`src/rtl/via_timer_bank.sv`:
```
// via_timer_bank: bank of NUM_CH down-counters with reload latches, per-channel
// mode (one-shot / free-run square wave / external pulse counting), a shared
// IFR/IER pair and one level interrupt. Bus-compatible with the via6522 map.
// Ports:
//   clk, reset      system clock, synchronous active-high reset
//   cs, rw, addr    bus select, 1=read/0=write, {channel[5:3], register[2:0]}
//   dataIn/dataOut  write data / registered read data
//   pulse_in        asynchronous per-channel count inputs
//   tmr_out         per-channel timer output
//   irq             registered |(IFR & IER)
module via_timer_bank #(
  parameter int unsigned NUM_CH  = 2,
  parameter int unsigned TIMER_W = 16
) (
  input  logic              clk,
  input  logic              reset,
  input  logic              cs,
  input  logic              rw,
  input  logic [5:0]        addr,
  input  logic [7:0]        dataIn,
  output logic [7:0]        dataOut,
  input  logic [NUM_CH-1:0] pulse_in,
  output logic [NUM_CH-1:0] tmr_out,
  output logic              irq
);

  localparam int unsigned HI_W = TIMER_W - 8;

  localparam logic [2:0] GLOBAL_CH = 3'd7;
  localparam logic [2:0] REG_CNT_L = 3'd0;
  localparam logic [2:0] REG_CNT_H = 3'd1;
  localparam logic [2:0] REG_LAT_L = 3'd2;
  localparam logic [2:0] REG_LAT_H = 3'd3;
  localparam logic [2:0] REG_CTRL  = 3'd4;
  localparam logic [2:0] REG_IFR   = 3'd0;
  localparam logic [2:0] REG_IER   = 3'd1;

  // Per-channel state
  logic [TIMER_W-1:0] cnt_q  [NUM_CH];
  logic [TIMER_W-1:0] cnt_d  [NUM_CH];
  logic [TIMER_W-1:0] lat_q  [NUM_CH];
  logic [TIMER_W-1:0] lat_d  [NUM_CH];
  logic [1:0]         ctrl_q [NUM_CH];
  logic [1:0]         ctrl_d [NUM_CH];
  logic [NUM_CH-1:0]  armed_q, armed_d;
  logic [NUM_CH-1:0]  tmr_q, tmr_d;
  logic [NUM_CH-1:0]  ifr_q, ifr_d;
  logic [NUM_CH-1:0]  sync1_q, sync1_d;
  logic [NUM_CH-1:0]  sync2_q, sync2_d;
  logic [NUM_CH-1:0]  pls_prev_q, pls_prev_d;

  // Shared state
  logic [6:0] ier_q, ier_d;
  logic       irq_q, irq_d;
  logic [7:0] dout_q, dout_d;

  // Bus decode
  logic              rd_en;
  logic              wr_en;
  logic [2:0]        ch_sel;
  logic [2:0]        reg_sel;
  logic              ch_hit;
  logic              glb_hit;
  logic [NUM_CH-1:0] ch_dec;
  logic [NUM_CH-1:0] pls_rise;
  logic [7:0]        rdata;

  assign rd_en   = cs & rw;
  assign wr_en   = cs & ~rw;
  assign ch_sel  = addr[5:3];
  assign reg_sel = addr[2:0];
  assign ch_hit  = (32'(ch_sel) < NUM_CH);
  assign glb_hit = (ch_sel == GLOBAL_CH);

  // Rising edge seen at the output of the 2-flop synchroniser
  assign pls_rise = sync2_q & ~pls_prev_q;

  // One-hot channel select for mapped channels
  always_comb begin
    ch_dec = '0;
    for (int i = 0; i < NUM_CH; i++) begin
      ch_dec[i] = ch_hit && (ch_sel == 3'(i));
    end
  end

  // Read data mux
  always_comb begin
    rdata = '0;
    if (glb_hit) begin
      case (reg_sel)
        REG_IFR: begin
          rdata    = 8'(ifr_q);
          rdata[7] = |(ifr_q & ier_q[NUM_CH-1:0]);
        end
        REG_IER: rdata = {1'b1, ier_q};
        default: rdata = '0;
      endcase
    end else begin
      for (int i = 0; i < NUM_CH; i++) begin
        if (ch_dec[i]) begin
          case (reg_sel)
            REG_CNT_L: rdata = cnt_q[i][7:0];
            REG_CNT_H: rdata = 8'(cnt_q[i][TIMER_W-1:8]);
            REG_LAT_L: rdata = lat_q[i][7:0];
            REG_LAT_H: rdata = 8'(lat_q[i][TIMER_W-1:8]);
            REG_CTRL:  rdata = {6'b0, ctrl_q[i]};
            default:   rdata = '0;
          endcase
        end
      end
    end
  end

  // Next-state logic. Order matters: clears first, then zero-event sets,
  // then a CNT_H write, so that "set beats clear" and "write beats event".
  always_comb begin
    cnt_d      = cnt_q;
    lat_d      = lat_q;
    ctrl_d     = ctrl_q;
    armed_d    = armed_q;
    tmr_d      = tmr_q;
    ifr_d      = ifr_q;
    ier_d      = ier_q;
    sync1_d    = pulse_in;
    sync2_d    = sync1_q;
    pls_prev_d = sync2_q;
    irq_d      = |(ifr_q & ier_q[NUM_CH-1:0]);
    dout_d     = rd_en ? rdata : dout_q;

    if (wr_en && glb_hit && (reg_sel == REG_IER)) begin
      if (dataIn[7]) ier_d = ier_q | dataIn[6:0];
      else           ier_d = ier_q & ~dataIn[6:0];
    end

    for (int i = 0; i < NUM_CH; i++) begin
      // Flag clears: CNT_L read, IFR write-1-to-clear, LAT_H write
      if (rd_en && ch_dec[i] && (reg_sel == REG_CNT_L)) ifr_d[i] = 1'b0;
      if (wr_en && glb_hit && (reg_sel == REG_IFR) && dataIn[i]) ifr_d[i] = 1'b0;

      if (wr_en && ch_dec[i]) begin
        case (reg_sel)
          REG_CNT_L, REG_LAT_L: lat_d[i][7:0] = dataIn;
          REG_LAT_H: begin
            lat_d[i][TIMER_W-1:8] = dataIn[HI_W-1:0];
            ifr_d[i]              = 1'b0;
          end
          REG_CTRL:  ctrl_d[i] = dataIn[1:0];
          default: ;
        endcase
      end

      // Decrement: every clk, or on a synchronised pulse edge in pulse mode
      if (ctrl_q[i][1] ? pls_rise[i] : 1'b1) begin
        if (cnt_q[i] == '0) begin
          if (ctrl_q[i][0]) begin
            ifr_d[i] = 1'b1;
            cnt_d[i] = lat_q[i];
            tmr_d[i] = ~tmr_q[i];
          end else begin
            if (armed_q[i]) begin
              ifr_d[i]   = 1'b1;
              armed_d[i] = 1'b0;
              tmr_d[i]   = 1'b1;
            end
            cnt_d[i] = cnt_q[i] - TIMER_W'(1);
          end
        end else begin
          cnt_d[i] = cnt_q[i] - TIMER_W'(1);
        end
      end

      // CNT_H write restarts the channel and overrides a same-edge zero event
      if (wr_en && ch_dec[i] && (reg_sel == REG_CNT_H)) begin
        lat_d[i][TIMER_W-1:8] = dataIn[HI_W-1:0];
        cnt_d[i]              = {dataIn[HI_W-1:0], lat_q[i][7:0]};
        ifr_d[i]              = 1'b0;
        armed_d[i]            = 1'b1;
        if (!ctrl_q[i][0]) tmr_d[i] = 1'b0;
      end
    end
  end

  // State registers
  always_ff @(posedge clk) begin
    if (reset) begin
      for (int i = 0; i < NUM_CH; i++) begin
        cnt_q[i]  <= '0;
        lat_q[i]  <= '0;
        ctrl_q[i] <= '0;
      end
      armed_q    <= '0;
      tmr_q      <= '1;
      ifr_q      <= '0;
      sync1_q    <= '0;
      sync2_q    <= '0;
      pls_prev_q <= '0;
      ier_q      <= '0;
      irq_q      <= 1'b0;
      dout_q     <= '0;
    end else begin
      cnt_q      <= cnt_d;
      lat_q      <= lat_d;
      ctrl_q     <= ctrl_d;
      armed_q    <= armed_d;
      tmr_q      <= tmr_d;
      ifr_q      <= ifr_d;
      sync1_q    <= sync1_d;
      sync2_q    <= sync2_d;
      pls_prev_q <= pls_prev_d;
      ier_q      <= ier_d;
      irq_q      <= irq_d;
      dout_q     <= dout_d;
    end
  end

  assign dataOut = dout_q;
  assign tmr_out = tmr_q;
  assign irq     = irq_q;

endmodule
```
`config.mk`:
```
export PLATFORM = sky130hd
export DESIGN_NAME = via_timer_bank
export DESIGN_NICKNAME = d
export VERILOG_FILES = /design/src/rtl/via_timer_bank.sv
export SDC_FILE = /design/constraint.sdc
export NUM_CORES = 1
export LEC_CHECK = 0
export ABC_AREA = 0
export BUFFER_PORTS_ARGS = -buffer_cell sky130_fd_sc_hd__buf_2
export CAP_MARGIN = 5
export CORE_MARGIN = 2
export CORE_UTILIZATION = 35
export CTS_CLUSTER_DIAMETER = 30
export DETAILED_ROUTE_END_ITERATION = 12
export PLACE_DENSITY = 0.62
export SYNTH_ARGS = -nofsm -noshare
export SYNTH_HDL_FRONTEND = slang
export SYNTH_SLANG_ARGS = --single-unit
export TNS_END_PERCENT = 100
```
`constraint.sdc`:
```
create_clock -name clk -period 2.6 [get_ports clk]
set_input_delay 0.39 -clock clk [delete_from_list [all_inputs] [get_ports clk]]
set_output_delay 0.39 -clock clk [all_outputs]
set_load 0.1 [all_outputs]
```
==> impl_results.md, run 1 <==
* Commonest non-fill, non-tap cell in the layout: dfxtp_1
* Routability Congestion at between 0.8 and 0.9
* Largest net degree at the start of global routing at 39
* Cell Pwr Density at 711 nW/um^2
* Gr busiest metal: met2
* Data required time at the worst endpoint at ~2.9 ns
* Status: finished, final reports clean
* Clock-pin slew on the worst setup and hold paths at 0.07 ns
* Tightest Pin Transition at ~0.74 ns
* Vias at ~5,300
* WHS Path Cells at 2
* Leakage at around 2.2 nW
* Number of flops mapped to enable cells by yosys at 0
* Overall routed net length at between 15,000 and 20,000 um
* Most used flip-flop cell after synthesis: dfxtp_1
* Peak supply drop at around 310 uV
* Mapped cell area at about 5500 um^2
* Antenna-violating nets left at 0
* Drt wl/cell at 18.3 um
* Synthesis-to-finish area growth at 12.3%
* Capture instance of the worst register-to-register path: cnt_q[3]
* Clock Root Buffer: clkbuf_16
* Total global-route track usage at 0.206
* Met1 demand-to-capacity share in global routing at 0.301
* Area of the placeable core at ~15,000 um^2
* First-pass GRT wire length at roughly 27,000 um
* Number of hold-slack violations in the final timing report at 0
* CTS Sinks at 96
* Final worst hold slack at 0.253 ns
* Boundary pin count at 31
* Fill cell instance count of the final layout at 1,592
* Async set-reset flop share out of synthesis at 0
* Unrepaired setup endpoints after global routing: false
* Slew HR at 0.503
* Final worst path period need at approximately 2.2 ns
* Worst r2r path cells at 7
* Endpoints failing setup at 0
* HP Start: pulse_in[1]
* Most area-consuming cells after synthesis: dfxtp_1 (35%), a21oi_1 (6.2%), nand3_1 (5.6%)
* Startpoint of the lowest-slack register-to-register path: cnt_q[0]
* Net count of the finished layout at between 700 and 800
* Post-route core utilization at 0.406
* Horizontal die dimension at ~130 um
* Vias in the first global route at 4,883
* Count of state elements after synthesis at 96
* Vias per inst at 5.77
* Summed negative setup slack over all endpoints at 0 ns
* Antenna violations before repair at 0
* Latest clock arrival within the worst-skew pair at around 0.34 ns
* Area leader, netlist: dfxtp_1
* Max FO, Critical Path at 15
* Type of element launching the critical path: flop
* Category of the critical setup timing path: reg -> reg
* Share of layout cells above drive strength 1 at 0.142
* Drt initial violations at between 500 and 600
* Die height at approximately 130 um
* Count of synthesis-stage warnings from yosys at 0
* Most frequent cells in the layout: dfxtp_1 (96), nand2_1 (80), a21oi_1 (68)
* Gate count of the mapped netlist at 694
* Post-Synthesis Mean Instance Area at between 7 and 8 um^2
* Clock buffers created by TritonCTS at 9
* Met3 global-route usage at 0.0340
* GR met2 Demand/Resource at 0.310
* Worst Hold Path EP: sync1_q[1]
* Number of pins exceeding their max-slew limit in the final report at 0
* Endpoint kind of the worst setup timing path: flop
* H-Tree Depth at 3
* Max Fclk at around 460 MHz
* Hold crit path type: in -> reg
* Hold_buf cts at 0
* Dpl hpwl at 11,800 um
* Ratio of final minimum period to clock period at 0.844
* Count of unique library cells instantiated by Yosys at 69
* Standard-cell rows at 45
* Setup slack of the worst register-to-register path at just over 0.4 ns
* CTS tree: yes
* Crit path arrival time at 2.45 ns
* Max-capacitance violation count at 0
* Mapped Nets at 718
* Number of setup buffers added after CTS at 0
* Portion of the post-synthesis area used by sequential elements at 0.347
* Share of the synthesized area in the top cell type at 0.347
* Number of buffers between clock root and the deepest sink at 2
* Sum of overflow across all layers after global routing at 0
* Antenna fix cells at 0
* Effective utilization at floorplan at 0.361
* Post-Route Skew at just under 0.006 ns
* Total of buffers placed on input and output ports at 30
* Number of detailed-route iterations in the first pass at 5
* Number of cells upsized or downsized after cts at 0
* DRC violations left at 0
* Area of the die at roughly 17,000 um^2
## routing by layer
metal	wire length [um]	part of all wire	up-vias
met5	0	0	-
met4	316	0.019	0
met3	1180	0.070	22
met2	7490	0.44	207
met1	7860	0.47	2524
li1	-	-	2557
## area by class of cell
type                            count  area [um^2]  area share
Clock buffer                       12          267      0.0429
Multi-Input combinational cell    535         3320       0.534
Sequential cell                    96         1920       0.309
Clock inverter                      4         75.1      0.0121
Timing Repair Buffer               55          340      0.0548
Tap cell                          211          264      0.0425
Inverter                            7         26.3     0.00423
## critical path, cell delays in order, from the launching register on
cell and delay [ns]:
dfxtp_1 0.36, inv_1 0.12, ha_1 0.15, nor4b_1 0.37, and4_1 0.59, or3_1 0.18
o211ai_1 0.09, a211oi_1 0.25
## per-stage QoR
step                std cells  setup slack, ns  total power, mW  cell area [um^2]
floorplan                 694            0.697             2.65              5530
global placement          904            0.461             2.92              5870
detailed placement        904            0.450             2.92              5870
CTS                       920            0.424             4.43              6210
global route              920            0.120             4.62              6210
finish                    920            0.406             4.42              6210
## synthesized netlist by cell type (3+ instances only)
cell / count
nand3b_1: 3
a22oi_1: 9
inv_1: 7
o22ai_1: 10
or4_1: 4
nand2b_1: 7
nand2_1: 80
mux4_2: 12
nor2b_1: 10
dfxtp_1: 96
nor4_2: 3
nor4_1: 9
nand3_1: 62
buf_4: 5
nor2_1: 63
mux2i_1: 12
clkbuf_1: 29
a21o_1: 3
buf_2: 18
or3_1: 5
o21ai_0: 23
a211oi_1: 11
xor2_1: 5
xnor2_1: 9
a2bb2oi_1: 3
o32ai_1: 7
and2_1: 7
nor3_1: 26
nand4_1: 7
and4_1: 5
and3_1: 11
a21oi_1: 68
nor3b_1: 4
ha_1: 4
a31oi_1: 7
a221o_1: 3
nor4b_1: 5
## logic make-up (layout without fill, tap and decap cells)
logic type | after synthesis | in the layout | share of synthesized area
and+or+nand+nor | 329 | 329 | 0.313
muxes | 25 | 25 | 0.0726
AOI/OAI and AO/OA | 163 | 163 | 0.183
adders and majority gates | 4 | 4 | 0.00905
buffers and inverters | 63 | 78 | 0.0525
xor gates and xnor gates | 14 | 14 | 0.0222
DFF | 96 | 96 | 0.347
## state kept, by name, indices dropped and copies added (netlist names), named ones only
name	flops
cnt_q	32
lat_q	32
dataOut	8
ctrl_q	4
armed_q	2
ifr_q	2
pls_prev_d	2
pls_prev_q	2
sync1_q	2
tmr_out	2
irq	1
## how the worst max path moves through the flow
stage | endpoint | depth (start not counted) | from | slack [ns]
finish | cnt_q[3] | 7 | cnt_q[0] | 0.41
global route | cnt_q[6] | 7 | cnt_q[0] | 0.12
CTS | cnt_q[3] | 7 | cnt_q[0] | 0.42
detailed placement | cnt_q[3] | 7 | cnt_q[0] | 0.45
global placement | cnt_q[13] | 7 | rw | 0.46
floorplan | cnt_q[28] | 8 | addr[2] | 0.70
## where the power goes
group / total [mW] / switching, mW / internal [mW]
Clock: 1.50 / 0.579 / 0.922
Combinational: 1.09 / 0.620 / 0.465
Sequential: 1.83 / 0.228 / 1.61
Power figures use the tool's default switching activity.
==> inputs of run 2 (changes only) <==
clock period = 2.16 ns   (was 2.6 ns; I/O delays follow)
==> impl_results.md, run 2 (synthesis results as in run 1) <==
* Status: finished, final reports clean
* Vias in the first global route at 5,128 (+5.0%)
* Overall routed net length at 17,000 um (+1.1%)
* Data required time at the worst endpoint at 2.41 ns (-0.45 ns)
* Number of setup buffers added after CTS at 0 (unchanged)
* Effective utilization at floorplan at 0.361 (unchanged)
* Area of the placeable core at 15,300 um^2 (unchanged)
* Post-layout worst setup margin at 0.132 ns (-0.274 ns)
* Total global-route track usage at 0.210 (+0.00311)
* Drt wl/cell at 18.0 um (-1.8%)
* Type of element launching the critical path: flop
* Clock Root Buffer: clkbuf_16
* Fill cell instance count of the final layout at 1,584 (-0.50%)
* Max FO, Critical Path at 6 (-9)
* Clock-pin slew on the worst setup and hold paths at 0.07 ns (about the same)
* Unrepaired setup endpoints after global routing: false
* Routability Congestion at 0.884 (+1.8%)
* CTS Sinks at 96 (unchanged)
* First-pass GRT wire length at 27,800 um (+1.7%)
* Number of hold-slack violations in the final timing report at 0 (unchanged)
* Peak supply drop at 327 uV (+4.9%)
* H-Tree Depth at 3 (unchanged)
* Clock buffers created by TritonCTS at 9 (unchanged)
* Leakage at 2.34 nW (+5.4%)
* DRC violations left at 0 (unchanged)
* Max-capacitance violation count at 0 (unchanged)
* Latest clock arrival within the worst-skew pair at 0.35 ns (about the same)
* Post-Route Skew at 0.00788 ns (+0.00206 ns)
* Number of detailed-route iterations in the first pass at 5 (unchanged)
* Commonest non-fill, non-tap cell in the layout: dfxtp_1
* Boundary pin count at 31 (unchanged)
* Most frequent cells in the layout: dfxtp_1 (95), nand2_1 (80), a21oi_1 (68)
* Highest cell delay on the worst timing path at 0.51 ns (-0.08 ns)
* Antenna violations before repair at 0 (unchanged)
* Final instance area at 6400 um^2 (+3.0%)
* Cell Pwr Density at 824 nW/um^2 (+16%)
* Drt initial violations at 514 (-6.0%)
* Slew HR at 0.547 (+0.0437)
* Antenna-violating nets left at 0 (unchanged)
* Hold crit path type: in -> reg
* Endpoints failing setup at 0 (unchanged)
* Instance area at placement at 6100 um^2 (+3.8%)
* Cell chain of the critical path: inv_1 > ha_1 > or3b_2 > nor3_1 > xor2_1 > nor2_1 > o32ai_1
* CTS tree: yes
* Pre-CTS setup slack at 0.0424 ns (-0.407 ns)
* Largest net degree at the start of global routing at 37 (-5.1%)
* Standard-cell rows at 45 (unchanged)
* Number of pins exceeding their max-slew limit in the final report at 0 (unchanged)
* Horizontal die dimension at 130 um (unchanged)
* Vias at 5,443 (+2.5%)
* Share of layout cells above drive strength 1 at 0.178 (+0.0355)
* Hold_buf cts at 0 (unchanged)
* Cell at the slowest stage of the critical path: or3b_2
* Vias per inst at 5.75 (-0.42%)
* Sum of overflow across all layers after global routing at 0 (unchanged)
* Dpl hpwl at 12,200 um (+3.3%)
* Endpoint kind of the worst setup timing path: flop
* Total of buffers placed on input and output ports at 30 (unchanged)
* Category of the critical setup timing path: reg -> reg
* Tightest Pin Transition at 0.675 ns (-0.0680 ns)
* Number of buffers between clock root and the deepest sink at 2 (unchanged)
* Synthesis-to-finish area growth at 15.7%
* Antenna fix cells at 0 (unchanged)
* Ratio of final minimum period to clock period at 0.939 (+0.0949)
* Max Fclk at 493 MHz (+8.2%)
* Net count of the finished layout at 756 (+3.8%)
* Area of the die at 16,800 um^2 (unchanged)
* Die height at 130 um (unchanged)
* Crit path arrival time at 2.27 ns (-0.18 ns)
* Final worst path period need at 2.03 ns (-0.166 ns)
* Summed negative setup slack over all endpoints at 0 ns (unchanged)
[run 2: cell types whose count changed in the layout (fill, tap and decap cells not counted), sizes merged]
cell / before / now
buf: 55 / 83
bufinv: 2 / 1
clkbuf: 12 / 10
clkinv: 0 / 2
[run 2: worst paths after layout]
check / start / to / slack, ns / depth (start not counted)
min reg2reg: sync1_q[1] / pls_prev_d[1] / 0.44 / 1
max: cnt_q[17] / cnt_q[24] / 0.13 / 7
min: pulse_in[1] / sync1_q[1] / 0.18 / 2
max reg2reg: cnt_q[17] / cnt_q[24] / 0.13 / 7
[run 2: report_power, final]
part / switching [mW] / internal (mW) / total, mW
Clock: 0.711 / 0.892 / 1.60
Combinational: 0.814 / 0.690 / 1.50
Sequential: 0.233 / 1.93 / 2.17
[run 2: metrics by stage]
stage	util	total power, mW	hold WS [ns]	instances
2_1_floorplan	-	3.19	0.414	694
3_3_place_gp	0.398	3.67	0.416	932
3_5_place_dp	0.398	3.67	0.428	932
4_1_cts	0.417	5.26	0.173	947
5_1_grt	0.418	5.54	0.210	947
6_report	0.418	5.27	0.180	947
[run 2: critical path: cells and delay by family, from the launching register on]
kind,cells,cell delay [ns]
DFF,1,0.39
adders and majority gates,1,0.19
and+or+nand+nor,3,0.77
xor gates and xnor gates,1,0.18
AOI/OAI and AO/OA,1,0.29
buffers and inverters,1,0.11
[run 2: timing repair]
item / CTS / global route
endpoints found under the setup margin: 0 / 14
gates resized for setup: 0 / 5
hold endpoints to repair: 0 / 0
[run 2: cell type report]
class | instances | area, um^2 | share of cell area
flip-flops and latches | 96 | 1920 | 0.300
clock inverters | 5 | 58.8 | 0.00919
repair buffers | 83 | 563 | 0.0880
well taps | 211 | 264 | 0.0413
clock buffers | 10 | 229 | 0.0358
multi-input cells | 535 | 3340 | 0.521
inverters | 7 | 26.3 | 0.00411
[run 2: per-layer routing]
| metal | vias up | global-route usage | part of all wire |
|---|---|---|---|
| li1 | 2628 | - | - |
| met1 | 2552 | 0.297 | 0.47 |
| met2 | 236 | 0.321 | 0.44 |
| met3 | 27 | 0.0344 | 0.071 |
| met4 | 0 | 0.0797 | 0.023 |
| met5 | - | 0 | 0 |
==> inputs of run 3 (changes only) <==
ABC_AREA = 1   (was 0)
==> impl_results.md, run 3 <==
* Status: finished, final reports clean
* Standard-cell rows at 46 (+2.2%)
* Routability Congestion at 0.904 (+2.4%)
* Capture instance of the worst register-to-register path: cnt_q[28]
* Drt initial violations at 496 (-3.5%)
* Tightest Pin Transition at 0.598 ns (-0.0766 ns)
* Clock-pin slew on the worst setup and hold paths at 0.07 ns (about the same)
* Synthesis-to-finish area growth at 12.6%
* Leakage at 2.81 nW (+21%)
* Cell with the most instances after synthesis: nand2_1
* HP Start: pulse_in[0]
* Endpoint kind of the worst setup timing path: flop
* Number of pins exceeding their max-slew limit in the final report at 0 (unchanged)
* Slew HR at 0.601 (+0.0545)
* Total of buffers placed on input and output ports at 30 (unchanged)
* Number of detailed-route iterations in the first pass at 6 (+1)
* Effective utilization at floorplan at 0.356 (-0.00562)
* Most frequent cells after synthesis: nand2_1 (211), inv_1 (124), dfxtp_1 (96)
* Endpoints failing setup at 0 (unchanged)
* Multi-input gate area in the final layout at 3060 um^2 (-8.1%)
* Max-capacitance violation count at 0 (unchanged)
* Cell at the slowest stage of the critical path: dfxtp_1
* Number of flops mapped to enable cells by yosys at 0 (unchanged)
* Sequential cell area at 1920 um^2 (about the same)
* Async set-reset flop share out of synthesis at 0 (unchanged)
* Critical path buffer and inverter count at 3 (+2)
* Final worst path period need at 1.93 ns (-0.101 ns)
* Hold_buf cts at 0 (unchanged)
* H-Tree Depth at 3 (unchanged)
* Data required time at the worst endpoint at 2.44 ns (+0.03 ns)
* Vias in the first global route at 5,175 (+0.92%)
* CTS tree: yes
* CTS Sinks at 96 (unchanged)
* Most used flip-flop cell after synthesis: dfxtp_1
* Count of placed standard cells including taps at 1,132 (+21%)
* Latest clock arrival within the worst-skew pair at 0.35 ns (about the same)
* Boundary pin count at 31 (unchanged)
* Crit path arrival time at 2.21 ns (-0.06 ns)
* WHS Path Cells at 3 (+1)
* Portion of the post-synthesis area used by sequential elements at 0.341 (-0.00594)
* Worst Hold Path EP: sync1_q[0]
* Die height at 131 um (+0.84%)
* Horizontal die dimension at 131 um (+0.84%)
* Post-Route Skew at 0.00874 ns (+0.000861 ns)
* Kind of cell with the highest combined delay on the critical path: simple AND/OR/NAND/NOR gates
* Post-Synthesis Mean Instance Area at 6.25 um^2 (-22%)
* Category of the critical setup timing path: reg -> reg
* Setup slack of the worst register-to-register path at 0.23 ns (+0.10 ns)
* DRC violations left at 0 (unchanged)
* Type of element launching the critical path: flop
* Unrepaired setup endpoints after global routing: false
* Sum of overflow across all layers after global routing at 0 (unchanged)
* Post-layout instance count excluding filler cells at 1,150 (+21%)
* Highest cell delay on the worst timing path at 0.34 ns (-0.17 ns)
* Share of layout cells above drive strength 1 at 0.0998 (-0.0782)
* Gate count of the mapped netlist at 901 (+30%)
* Overall routed net length at 17,200 um (+1.2%)
* Most area-consuming cells after synthesis: dfxtp_1 (34%), nand2_1 (14%), inv_1 (8.3%)
* Max FO, Critical Path at 11 (+5)
* Largest net degree at the start of global routing at 62 (+68%)
* Number of setup buffers added after CTS at 0 (unchanged)
* Count of synthesis-stage warnings from yosys at 0 (unchanged)
* Mapped Nets at 925 (+29%)
* Number of hold-slack violations in the final timing report at 0 (unchanged)
* Startpoint of the lowest-slack register-to-register path: cnt_q[16]
* Antenna-violating nets left at 0 (unchanged)
* Mapped cell area at 5630 um^2 (+1.7%)
* Vias at 5,830 (+7.1%)
* Commonest non-fill, non-tap cell in the layout: nand2_1
* Number of cells upsized or downsized after cts at 0 (unchanged)
* Vias per inst at 5.07 (-12%)
* Clock buffers created by TritonCTS at 9 (unchanged)
* Count of state elements after synthesis at 96 (unchanged)
* Share of the synthesized area in the top cell type at 0.341 (-0.00594)
* Max Fclk at 519 MHz (+5.2%)
* Most frequent cells in the layout: nand2_1 (211), inv_1 (124), dfxtp_1 (96)
* Total global-route track usage at 0.207 (-0.00221)
* Drt wl/cell at 15.0 um (-17%)
* Cell Pwr Density at 1140 nW/um^2 (+38%)
* Area of the die at 17,100 um^2 (+1.7%)
* Area leader, netlist: dfxtp_1
* Cell chain of the critical path: inv_1 > ha_1 > inv_1 > nor2_1 > nand3_1 > nor2_2 > nand3_2 > buf_4 > nand3_1 > nand3_1 > a21oi_1
* First-pass GRT wire length at 27,600 um (-0.57%)
* Net count of the finished layout at 951 (+26%)
* Fill cell instance count of the final layout at 1,731 (+9.3%)
* Peak supply drop at 482 uV (+47%)
* Cell repeated most along the worst path: nand3_1
* Antenna violations before repair at 2 (+2)
* Count of unique library cells instantiated by Yosys at 33 (-52%)
* Area of the placeable core at 15,800 um^2 (+3.3%)
* Crit path depth at 11 (+4)
* Worst r2r path cells at 11 (+4)
* Number of buffers between clock root and the deepest sink at 2 (unchanged)
* Hold crit path type: in -> reg
* Ratio of final minimum period to clock period at 0.892 (-0.0466)
* Dpl hpwl at 12,700 um (+4.3%)
* Clock Root Buffer: clkbuf_16
* Summed negative setup slack over all endpoints at 0 ns (unchanged)
==> run 3: cells by family after synthesis <==
family,share of synthesized area
simple gates,0.328
compound gates,0.186
buf+inv,0.114
flops,0.341
fa+ha+maj,0.00889
xor+xnor,0.0218
==> run 3: layer usage <==
| layer | track usage | wire length (um) | vias to the layer above |
|---|---|---|---|
| met5 | 0 | 0 | - |
| met4 | 0.0670 | 301 | 0 |
| met3 | 0.0375 | 986 | 20 |
| met2 | 0.321 | 7580 | 175 |
| met1 | 0.292 | 8360 | 2648 |
| li1 | - | - | 2987 |
==> run 3: area by class of cell <==
| cell class | count | share of cell area |
|---|---|---|
| sequential | 96 | 0.303 |
| timing repair buffer | 49 | 0.0462 |
| clock inverter | 5 | 0.00908 |
| multi-input combinational | 640 | 0.484 |
| clock buffer | 11 | 0.0367 |
| tap | 216 | 0.0427 |
| antenna | 2 | 0.000790 |
| inverter | 131 | 0.0776 |
==> run 3: how the worst max path moves through the flow <==
stage / from / slack [ns] / to
after floorplan: cnt_q[16] / 0.60 / tmr_out[0]
after global placement: cnt_q[16] / 0.25 / cnt_q[16]
after detailed placement: cnt_q[16] / 0.25 / cnt_q[16]
after CTS: cnt_q[16] / 0.23 / cnt_q[16]
after global routing: cnt_q[16] / 0.04 / cnt_q[16]
final: cnt_q[16] / 0.23 / cnt_q[28]
==> run 3: through the flow <==
step	worst slack, ns	hold WS [ns]	utilization	total power, mW	instance area, um^2
2_1_floorplan	0.598	0.388	-	4.83	5630
3_5_place_dp	0.248	0.398	0.382	5.55	6040
4_1_cts	0.232	0.165	0.400	7.18	6330
5_1_grt	0.0399	0.175	0.400	7.77	6330
3_3_place_gp	0.249	0.392	0.382	5.54	6040
6_report	0.233	0.171	0.400	7.19	6340
==> run 3: worst min-delay path, stage by stage <==
cell and delay (ns):
buf_2 0.07, inv_1 0.03, nor2_1 0.06
==> run 3: where the power goes <==
group	total, mW	internal, mW	switching (mW)
clock	1.62	0.900	0.724
combinational	3.16	1.10	2.06
sequential	2.41	2.05	0.358
